**config.mk**
```make
export PLATFORM = sky130hd
export DESIGN_NAME = up2_fetch_unit
export DESIGN_NICKNAME = d
export VERILOG_FILES = /design/src/rtl/up2_fetch_unit.sv
export SDC_FILE = /design/constraint.sdc
export NUM_CORES = 1
export LEC_CHECK = 0
export BUFFER_PORTS_ARGS = -buffer_cell sky130_fd_sc_hd__buf_2
export CAP_MARGIN = 20
export CORE_MARGIN = 2
export CORE_UTILIZATION = 36
export DETAILED_ROUTE_END_ITERATION = 6
export GPL_TIMING_DRIVEN = 0
export SETUP_SLACK_MARGIN = 0.02
export SYNTH_ARGS = -nofsm -noshare
export SYNTH_HDL_FRONTEND = slang
export SYNTH_SLANG_ARGS = --single-unit
```
**constraint.sdc**
```tcl
create_clock -name clk -period 3.85 [get_ports clk]
set_input_delay 1.155 -clock clk [delete_from_list [all_inputs] [get_ports clk]]
set_output_delay 1.155 -clock clk [all_outputs]
set_load 0.05 [all_outputs]
```
**src/rtl/up2_fetch_unit.sv**
```systemverilog
// rtl/up2_fetch_unit.sv - up2 instruction-fetch demonstrator: UART-loaded 16-byte imem, stepped fetch, UART echo
module up2_fetch_unit #(
    parameter int CLK_FREQ = 50000000,
    parameter int BAUD     = 115200,
    parameter int STEP_DIV = 50000000
) (
    input  logic clk,
    input  logic nRst,
    input  logic rx,
    input  logic sw2,
    input  logic sw1,
    input  logic sw0,
    output logic tx,
    output logic led4,
    output logic led3,
    output logic led2,
    output logic led1,
    output logic led0
);

    localparam int CPB = CLK_FREQ / BAUD;
    localparam int CW  = $clog2(CPB + 1);
    localparam logic [CW-1:0] BIT_LAST  = CW'(CPB - 1);
    // Mid-bit point of the start bit; clamp so a tiny CPB cannot underflow.
    localparam logic [CW-1:0] HALF_LAST = CW'((CPB / 2 > 0) ? (CPB / 2 - 1) : 0);
    localparam int SW = (STEP_DIV > 1) ? $clog2(STEP_DIV) : 1;
    localparam logic [SW-1:0] STEP_LAST = SW'(STEP_DIV - 1);

    typedef enum logic [1:0] {
        U_IDLE,
        U_START,
        U_DATA,
        U_STOP
    } uart_state_t;

    // ------------------------------------------------------------------
    // Input synchronisers and edge detection
    // ------------------------------------------------------------------
    logic [1:0] rx_sync;
    logic [1:0] sw0_sync;
    logic [1:0] sw1_sync;
    logic [1:0] sw2_sync;
    logic       rx_s;
    logic       sw0_s;
    logic       sw1_s;
    logic       sw2_s;
    logic       rx_prev;
    logic       rx_armed;
    logic       sw0_prev;
    logic       sw0_rise;
    logic       sw0_fall;

    // Two-flop synchronisers for the asynchronous rx line and switches.
    always_ff @(posedge clk or negedge nRst) begin
        if (!nRst) begin
            rx_sync  <= 2'b00;
            sw0_sync <= 2'b00;
            sw1_sync <= 2'b00;
            sw2_sync <= 2'b00;
        end else begin
            rx_sync  <= {rx_sync[0], rx};
            sw0_sync <= {sw0_sync[0], sw0};
            sw1_sync <= {sw1_sync[0], sw1};
            sw2_sync <= {sw2_sync[0], sw2};
        end
    end

    assign rx_s  = rx_sync[1];
    assign sw0_s = sw0_sync[1];
    assign sw1_s = sw1_sync[1];
    assign sw2_s = sw2_sync[1];

    // Previous-value history; the receiver arms only once an idle-high line is seen.
    always_ff @(posedge clk or negedge nRst) begin
        if (!nRst) begin
            rx_prev  <= 1'b0;
            rx_armed <= 1'b0;
            sw0_prev <= 1'b0;
        end else begin
            rx_prev  <= rx_s;
            rx_armed <= rx_armed | rx_s;
            sw0_prev <= sw0_s;
        end
    end

    assign sw0_rise = sw0_s & ~sw0_prev;
    assign sw0_fall = ~sw0_s & sw0_prev;

    // ------------------------------------------------------------------
    // UART receiver
    // ------------------------------------------------------------------
    uart_state_t   rx_state, rx_state_n;
    logic [CW-1:0] rx_cnt, rx_cnt_n;
    logic [2:0]    rx_bit, rx_bit_n;
    logic [7:0]    rx_shift, rx_shift_n;
    logic          rx_valid, rx_valid_n;

    // Receiver state register.
    always_ff @(posedge clk or negedge nRst) begin
        if (!nRst) begin
            rx_state <= U_IDLE;
            rx_cnt   <= '0;
            rx_bit   <= 3'd0;
            rx_shift <= 8'h00;
            rx_valid <= 1'b0;
        end else begin
            rx_state <= rx_state_n;
            rx_cnt   <= rx_cnt_n;
            rx_bit   <= rx_bit_n;
            rx_shift <= rx_shift_n;
            rx_valid <= rx_valid_n;
        end
    end

    // Receiver next state. A framing error needs no extra state: a new start
    // is only taken on a high-to-low edge, so the line must return high first.
    always_comb begin
        rx_state_n = rx_state;
        rx_cnt_n   = rx_cnt;
        rx_bit_n   = rx_bit;
        rx_shift_n = rx_shift;
        rx_valid_n = 1'b0;
        case (rx_state)
            U_IDLE: begin
                if (rx_armed && rx_prev && !rx_s) begin
                    rx_state_n = U_START;
                    rx_cnt_n   = '0;
                end
            end
            U_START: begin
                if (rx_cnt == HALF_LAST) begin
                    rx_cnt_n = '0;
                    rx_bit_n = 3'd0;
                    rx_state_n = rx_s ? U_IDLE : U_DATA;
                end else begin
                    rx_cnt_n = rx_cnt + CW'(1);
                end
            end
            U_DATA: begin
                if (rx_cnt == BIT_LAST) begin
                    rx_cnt_n   = '0;
                    rx_shift_n = {rx_s, rx_shift[7:1]};
                    if (rx_bit == 3'd7) begin
                        rx_state_n = U_STOP;
                    end else begin
                        rx_bit_n = rx_bit + 3'd1;
                    end
                end else begin
                    rx_cnt_n = rx_cnt + CW'(1);
                end
            end
            U_STOP: begin
                if (rx_cnt == BIT_LAST) begin
                    rx_cnt_n   = '0;
                    rx_valid_n = rx_s;
                    rx_state_n = U_IDLE;
                end else begin
                    rx_cnt_n = rx_cnt + CW'(1);
                end
            end
            default: rx_state_n = U_IDLE;
        endcase
    end

    // ------------------------------------------------------------------
    // Instruction memory and load pointer
    // ------------------------------------------------------------------
    logic [7:0] imem [16];
    logic [3:0] wr_ptr;

    // Load-mode writes; leaving run mode rewinds the write pointer.
    always_ff @(posedge clk or negedge nRst) begin
        if (!nRst) begin
            wr_ptr <= 4'd0;
            for (int i = 0; i < 16; i++) begin
                imem[i] <= 8'h00;
            end
        end else if (sw0_fall) begin
            wr_ptr <= 4'd0;
        end else if (!sw0_s && rx_valid) begin
            imem[wr_ptr] <= rx_shift;
            wr_ptr       <= wr_ptr + 4'd1;
        end
    end

    // ------------------------------------------------------------------
    // Step timing and fetch
    // ------------------------------------------------------------------
    logic [SW-1:0] step_cnt;
    logic [3:0]    pc;
    logic [7:0]    instr;
    logic          valid;
    logic          pend;
    logic          tx_start;
    logic          step_tick;
    logic          tx_idle;
    logic          fetch_go;
    uart_state_t   tx_state;

    // tx_start counts as busy so a tick in that cycle cannot fetch twice.
    assign tx_idle   = (tx_state == U_IDLE) && !tx_start;
    assign step_tick = sw0_s && !sw1_s && !sw0_rise && (step_cnt == STEP_LAST);
    assign fetch_go  = sw0_s && !sw1_s && !sw0_rise && (step_tick || pend) && tx_idle;

    // Step counter, single-deep pending tick, and the fetch itself.
    always_ff @(posedge clk or negedge nRst) begin
        if (!nRst) begin
            step_cnt <= '0;
            pc       <= 4'd0;
            instr    <= 8'h00;
            valid    <= 1'b0;
            pend     <= 1'b0;
            tx_start <= 1'b0;
        end else begin
            tx_start <= fetch_go;
            if (sw0_rise) begin
                step_cnt <= '0;
                pc       <= 4'd0;
                valid    <= 1'b0;
                pend     <= 1'b0;
            end else if (sw0_s) begin
                if (!sw1_s) begin
                    step_cnt <= step_tick ? '0 : step_cnt + SW'(1);
                end
                if (fetch_go) begin
                    instr <= imem[pc];
                    valid <= 1'b1;
                    pc    <= pc + 4'd1;
                    pend  <= 1'b0;
                end else if (step_tick) begin
                    pend <= 1'b1;
                end
            end else begin
                step_cnt <= '0;
            end
        end
    end

    // ------------------------------------------------------------------
    // UART transmitter
    // ------------------------------------------------------------------
    uart_state_t   tx_state_n;
    logic [CW-1:0] tx_cnt, tx_cnt_n;
    logic [2:0]    tx_bit, tx_bit_n;
    logic [7:0]    tx_shift, tx_shift_n;

    // Transmitter state register.
    always_ff @(posedge clk or negedge nRst) begin
        if (!nRst) begin
            tx_state <= U_IDLE;
            tx_cnt   <= '0;
            tx_bit   <= 3'd0;
            tx_shift <= 8'h00;
        end else begin
            tx_state <= tx_state_n;
            tx_cnt   <= tx_cnt_n;
            tx_bit   <= tx_bit_n;
            tx_shift <= tx_shift_n;
        end
    end

    // Transmitter next state: start, 8 data bits LSB first, stop, each CPB clocks.
    always_comb begin
        tx_state_n = tx_state;
        tx_cnt_n   = tx_cnt;
        tx_bit_n   = tx_bit;
        tx_shift_n = tx_shift;
        case (tx_state)
            U_IDLE: begin
                if (tx_start) begin
                    tx_state_n = U_START;
                    tx_cnt_n   = '0;
                    tx_shift_n = instr;
                end
            end
            U_START: begin
                if (tx_cnt == BIT_LAST) begin
                    tx_cnt_n   = '0;
                    tx_bit_n   = 3'd0;
                    tx_state_n = U_DATA;
                end else begin
                    tx_cnt_n = tx_cnt + CW'(1);
                end
            end
            U_DATA: begin
                if (tx_cnt == BIT_LAST) begin
                    tx_cnt_n   = '0;
                    tx_shift_n = {1'b0, tx_shift[7:1]};
                    if (tx_bit == 3'd7) begin
                        tx_state_n = U_STOP;
                    end else begin
                        tx_bit_n = tx_bit + 3'd1;
                    end
                end else begin
                    tx_cnt_n = tx_cnt + CW'(1);
                end
            end
            U_STOP: begin
                if (tx_cnt == BIT_LAST) begin
                    tx_cnt_n   = '0;
                    tx_state_n = U_IDLE;
                end else begin
                    tx_cnt_n = tx_cnt + CW'(1);
                end
            end
            default: tx_state_n = U_IDLE;
        endcase
    end

    assign tx = (tx_state == U_START) ? 1'b0 :
                (tx_state == U_DATA)  ? tx_shift[0] : 1'b1;

    // ------------------------------------------------------------------
    // LED display
    // ------------------------------------------------------------------
    assign {led4, led3, led2, led1, led0} = sw2_s ? instr[4:0] : {valid, pc};

endmodule

```
==> results of run 1 <==
[stage by stage]
stage	setup slack, ns	utilization	hold WS [ns]
after CTS	0.317	0.415	0.352
after detailed placement	0.891	0.386	0.337
after global placement	-2.62	0.384	0.336
after global routing	0.164	0.415	0.356
after floorplan	0.896	-	0.331
final	0.373	0.415	0.349
[layout make-up]
cell class / count / area (um^2)
fill: 2699 / 17400
sequential: 229 / 5730
multi-input combinational: 531 / 4870
clock buffer: 32 / 703
tap: 390 / 488
buffer: 43 / 195
clock inverter: 10 / 166
timing repair buffer: 13 / 120
inverter: 17 / 63.8
[registers in the layout, summed over array words and instances (netlist names), named ones only]
signal	flops
rx_armed	1
imem	128
step_cnt	26
rx_state	1
sw0_sync	2
sw1_sync	2
pend	1
tx_start	1
rx_shift	8
instr	8
valid	1
sw0_prev	1
sw2_sync	2
rx_valid	1
tx_shift	8
pc	4
tx_cnt	9
rx_bit	3
tx_bit	3
wr_ptr	4
tx_state	2
rx_sync	2
rx_prev	1
rx_cnt	9
[cell families (layout without fill, tap and decap cells)]
logic type,count (synthesis),after routing,share of synthesized area
flops,229,229,0.527
compound gates,83,83,0.0498
mux,210,210,0.261
simple gates,196,196,0.0973
buf+inv,60,115,0.0238
xor+xnor,22,22,0.0177
fa+ha+maj,20,20,0.0230
[per-layer routing]
layer  global-route usage  vias up
met5                    0        -
met4               0.0311        0
met3               0.0261       31
met2                0.249       73
met1                0.211     3389
li1                     -     3081
[worst max-delay path: cells and delay by family, from the launching register on]
kind | cells | cell delay [ns]
buffers and inverters | 4 | 1.13
adder cells (fa/ha/maj) | 1 | 0.16
flip-flops | 1 | 0.40
AO/OA/AOI/OAI | 1 | 0.11
[power breakdown]
group / switching (mW) / leakage [nW] / internal [mW]
sequential: 0.0256 / 3.17 / 2.43
combinational: 0.137 / 2.17 / 0.0549
clock: 0.981 / 0.421 / 1.55
total: 1.14 / 5.76 / 4.04
[worst paths after layout]
kind / from / end / slack (ns) / cells after the start
min in group asynchronous: nRst / rx_sync[0] / 0.39 / 1
max in group asynchronous: nRst / tx_shift[1] / 2.20 / 3
setup / recovery: tx_state[0] / tx / 0.37 / 6
hold / removal: sw1_sync[0] / sw1_sync[1] / 0.35 / 0
hold reg to reg: sw1_sync[0] / sw1_sync[1] / 0.35 / 0
setup reg to reg: pc[1] / instr[6] / 1.16 / 5
[cells in the final DEF, fill, tap and decap left out, drive strengths merged, types with 5 or more instances in the layout]
| cell type | netlist | layout |
|---|---|---|
| o31ai | 5 | 5 |
| o21ai | 28 | 28 |
| xor2 | 15 | 15 |
| buf | 10 | 23 |
| nand3 | 16 | 16 |
| inv | 17 | 17 |
| nand4 | 10 | 10 |
| nand2 | 49 | 49 |
| a22o | 6 | 6 |
| o22ai | 5 | 5 |
| mux2 | 164 | 164 |
| mux4 | 40 | 40 |
| ha | 20 | 20 |
| a31oi | 5 | 5 |
| and3 | 28 | 28 |
| a21o | 7 | 7 |
| nor2 | 39 | 39 |
| mux2i | 6 | 6 |
| a21oi | 12 | 12 |
| xnor2 | 7 | 7 |
| nor3 | 12 | 12 |
| dfrtp | 229 | 229 |
| clkbuf | 33 | 65 |
| nor3b | 9 | 9 |
==> results.ini, run 1 <==
[route]
detail_route.wl_per_cell_um = 17.8
drtAntennaViolNets = 0
route.top_layer_used = met4
drtIter0Drc = 354
dr.pass1.iters = 4
wl_met3_um = 728
vias = 6574
wl_um = 22500
wl_met2_um = 10800
drc_errors = 0
wl_met1_um = 10600
vias_per_cell = 5.20

[die]
die_h_um = 178
ioPinCount = 12
rows = 63
start_util = 0.366
die-area_um2 = 31600
coreArea_um2 = 29700
die_x_um = 178

[place]
dp_cells = 1223
place.gp.congestion = 0.789
port_buffers = 11
dp_hpwl_um = 14700
placed_cell_area_um2 = 11500

[timing]
slew_violations = 0
rsz0062_at_grt = false
tightest_slew_ns = 0.988
finalCriticalPeriod_ns = 3.48
fmax_ghz = 0.288
slew_headroom = 0.339
skew_ns = 0.0139
timing.final.crit_share = 0.903
setup_viol = 0
final_hold_viol_count = 0
final.setup.tns_ns = 0

[pwr]
leakagePower_nw = 5.76
peakVddDrop_mv = 0.327
power.density_nw_per_um2 = 420
p_total_mw = 5.18

[clock_tree]
ctsHoldBuffers = 0
cts_root_buf = clkbuf_16
cts_buffer_depth = 3
cts_setup_buffers = 0
clkTransAtPathRegs_ns = 0.06
htreeDepth = 1
cts_buffers = 26
cts_tree = built
cts_resized = 0
cts_sinks = 229
clock_latency_ns = 0.53

[synthesis]
synthFlopType = dfrtp_1
synth.avg_cell_area_um2 = 13.2
synth_top_area_cell = dfrtp_1
yosys-top-cells-area = dfrtp_1 (53%), mux2_2 (17%), mux4_2 (6.4%), ha_1 (2.3%), nand2_1 (1.7%)
synth-warning-count = 0
synth_nets = 846
synth.distinct_cells = 59
yosysMostFrequentCell = dfrtp_1
syn_inst = 820
synth_edf_count = 0
syn_area_um2 = 10900
synth-async-reset-ratio = 1.00
synth_top_area_share = 0.527
ys_seq_area_frac = 0.527
ys_ff_latch = 229
synth_commonest_cells = dfrtp_1 (229), mux2_2 (164), nand2_1 (49), nor2_1 (38), clkbuf_1 (33)

[grt]
grt_antenna_before_repair = 0
gr-total-overflow = 0
grt_first_pass_wirelength_um = 38000
grt_max_degree = 116
track_usage = 0.151
grt_pass1_vias = 6950

[worst_setup_path]
cp_max_fo = 10
crit_chain = inv_1, ha_1, clkbuf_1, clkbuf_1, a21oi_1, buf_2
cpMostUsedCell = clkbuf_1
criticalPathCategory = flop to output pin
slowest_stage = clkbuf_1
startpoint_type = flop
arrival_ns = 2.32
max_stage_delay_ns = 0.46
end_kind = output pin
crit_required_ns = 2.69

[finish]
finalNonFillerCells = 1265
synthToLayoutAreaGrowth_pct = 13.6
fin_nets = 887
drive_gt1_frac = 0.310
n_antenna_cell = 0
design_area_um2 = 12300

[worst_hold_path]
hp-class = flop to flop

[flow_run]
drv_cap = 0

[run_status]
status = finished clean

No activity file was read; power rests on OpenSTA's default activity.
==> run 2, diff against run 1 <==
==> constraint.sdc (replaced) <==
create_clock -name clk -period 3.85 [get_ports clk]
set_input_delay 0.385 -clock clk [delete_from_list [all_inputs] [get_ports clk]]
set_output_delay 0.385 -clock clk [all_outputs]
set_load 0.05 [all_outputs]
==> run 2 against run 1 <==
Design area rose by 0.41%. Fmax rose by 29%. Final cell count rose by 0.40%. Critical path depth did not move. Sequential cell count did not move. Critical path type unchanged. Critical endpoint unchanged. Largest cell class unchanged. Largest power group unchanged.
==> results.ini, run 2 (synthesis gave the netlist of run 1 again) <==
[grt]
grt_pass1_vias = 6968
grt_antenna_before_repair = 0
grt_max_degree = 116
gr-total-overflow = 0
track_usage = 0.152
grt_first_pass_wirelength_um = 38100

[pwr]
power.density_nw_per_um2 = 418
switching_share = 0.220
internal-power_mw = 4.04
leakagePower_nw = 5.78
p_seq_frac = 0.474
clkPwrFrac = 0.488
power.switching_mw = 1.14
peakVddDrop_mv = 0.327
combPwrFrac = 0.038

[flow_run]
drv_cap = 0

[clock_tree]
cts_sinks = 229
clkTransAtPathRegs_ns = 0.06
cts_root_buf = clkbuf_16
htreeDepth = 1
clock_latency_ns = 0.53
cts_resized = 0
cts_buffer_depth = 3
cts_buffers = 26
cts_tree = built

[route]
drtAntennaViolNets = 0
vias_per_cell = 5.18
dr.pass1.iters = 4
wl_um = 22500
vias = 6582
drc_errors = 0
detail_route.wl_per_cell_um = 17.7
drtIter0Drc = 386

[place]
dp_hpwl_um = 14700
port_buffers = 11
place.gp.congestion = 0.789

[timing]
timing.final.crit_share = 0.702
fmax_ghz = 0.370
tightest_slew_ns = 0.990
slew_violations = 0
hold_slack_ns = 0.212
final_hold_viol_count = 0
slew_headroom = 0.338
rsz0062_at_grt = false
setup_viol = 0
finalCriticalPeriod_ns = 2.70
skew_ns = 0.0127

[die]
die-area_um2 = 31600
ioPinCount = 12
start_util = 0.366
die_x_um = 178
coreArea_um2 = 29700
rows = 63
die_h_um = 178

[worst_setup_path]
startpoint_type = flop
cp_max_fo = 10
end_kind = output pin
crit_required_ns = 3.46
criticalPathCategory = flop to output pin
arrival_ns = 2.32

[finish]
n_antenna_cell = 0
largestRegisters = imem x128, step_cnt x26
layout_common_cells = dfrtp_1 (229), mux2_2 (164), nand2_1 (49)
synthToLayoutAreaGrowth_pct = 14.1
fin_nets = 892
multi_input_area_um2 = 4870
largest-register = imem
area.sequential_um2 = 5730
fillers = 2697
drive_gt1_frac = 0.308
largest_reg_flops = 128
final_common_cell = dfrtp_1
utilization = 0.417

[worst_hold_path]
hp-class = input port to asynchronous set/reset pin

[run_status]
status = finished clean

run 2: cell count changes in the layout (fill, tap and decap cells not counted), sizes merged:
cell         previous run  this run
dlygate4sd3             0         5
run 2: worst paths after layout:
check,start,endpoint,slack [ns],cells after the start
hold / removal,nRst,rx_sync[0],0.21,2
setup reg to reg,pc[1],instr[6],1.16,5
hold reg to reg,sw1_sync[0],sw1_sync[1],0.35,0
setup / recovery,tx_state[0],tx,1.15,6
max in group asynchronous,nRst,instr[0],2.39,4
min in group clk,sw1_sync[0],sw1_sync[1],0.35,0
run 2: timing repair:
item                       in CTS  in global routing
hold endpoints to repair      119                  0
buffers inserted                0                  0
setup endpoints to repair       0                  0
hold buffers                    5                  0
run 2: per-stage QoR:
stage	std cells	total power, mW	area, um^2	worst slack (ns)	setup TNS [ns]
after detailed placement	1223	2.70	11500	1.19	0
after floorplan	820	2.60	10900	1.67	0
after global routing	1270	5.39	12400	0.934	0
final	1270	5.18	12400	1.15	0
after global placement	1221	2.69	11400	-1.85	-417.43
after CTS	1270	5.26	12400	1.09	0
run 2: power groups by stage:
stage          combinational [mW]  sequential (mW)  clock (mW)
2_1_floorplan               0.103             2.49           0
3_3_place_gp                0.188             2.50           0
3_5_place_dp                0.196             2.50           0
4_1_cts                     0.202             2.46        2.60
5_1_grt                     0.233             2.46        2.69
6_report                    0.196             2.46        2.53
run 2: final cells by class:
cell class	instances	area share
multi-input cells	531	0.393
plain buffers	43	0.0158
flip-flops and latches	229	0.462
clock buffers	32	0.0567
inverters	17	0.00515
repair buffers	18	0.0137
well taps	390	0.0394
clock inverters	10	0.0134
run 2: per-layer routing:
metal | track usage | share of wire | up-vias | routed length, um
met5 | 0 | 0 | - | 0
met4 | 0.0311 | 0.017 | 0 | 388
met3 | 0.0261 | 0.032 | 31 | 717
met2 | 0.249 | 0.48 | 66 | 10800
met1 | 0.211 | 0.47 | 3393 | 10600
li1 | - | - | 3092 | -
run 2: critical path: stages (launching register included):
cell and delay (ns):
dfrtp_1 0.40, inv_1 0.13, ha_1 0.16, clkbuf_1 0.30
clkbuf_1 0.46, a21oi_1 0.11, buf_2 0.23
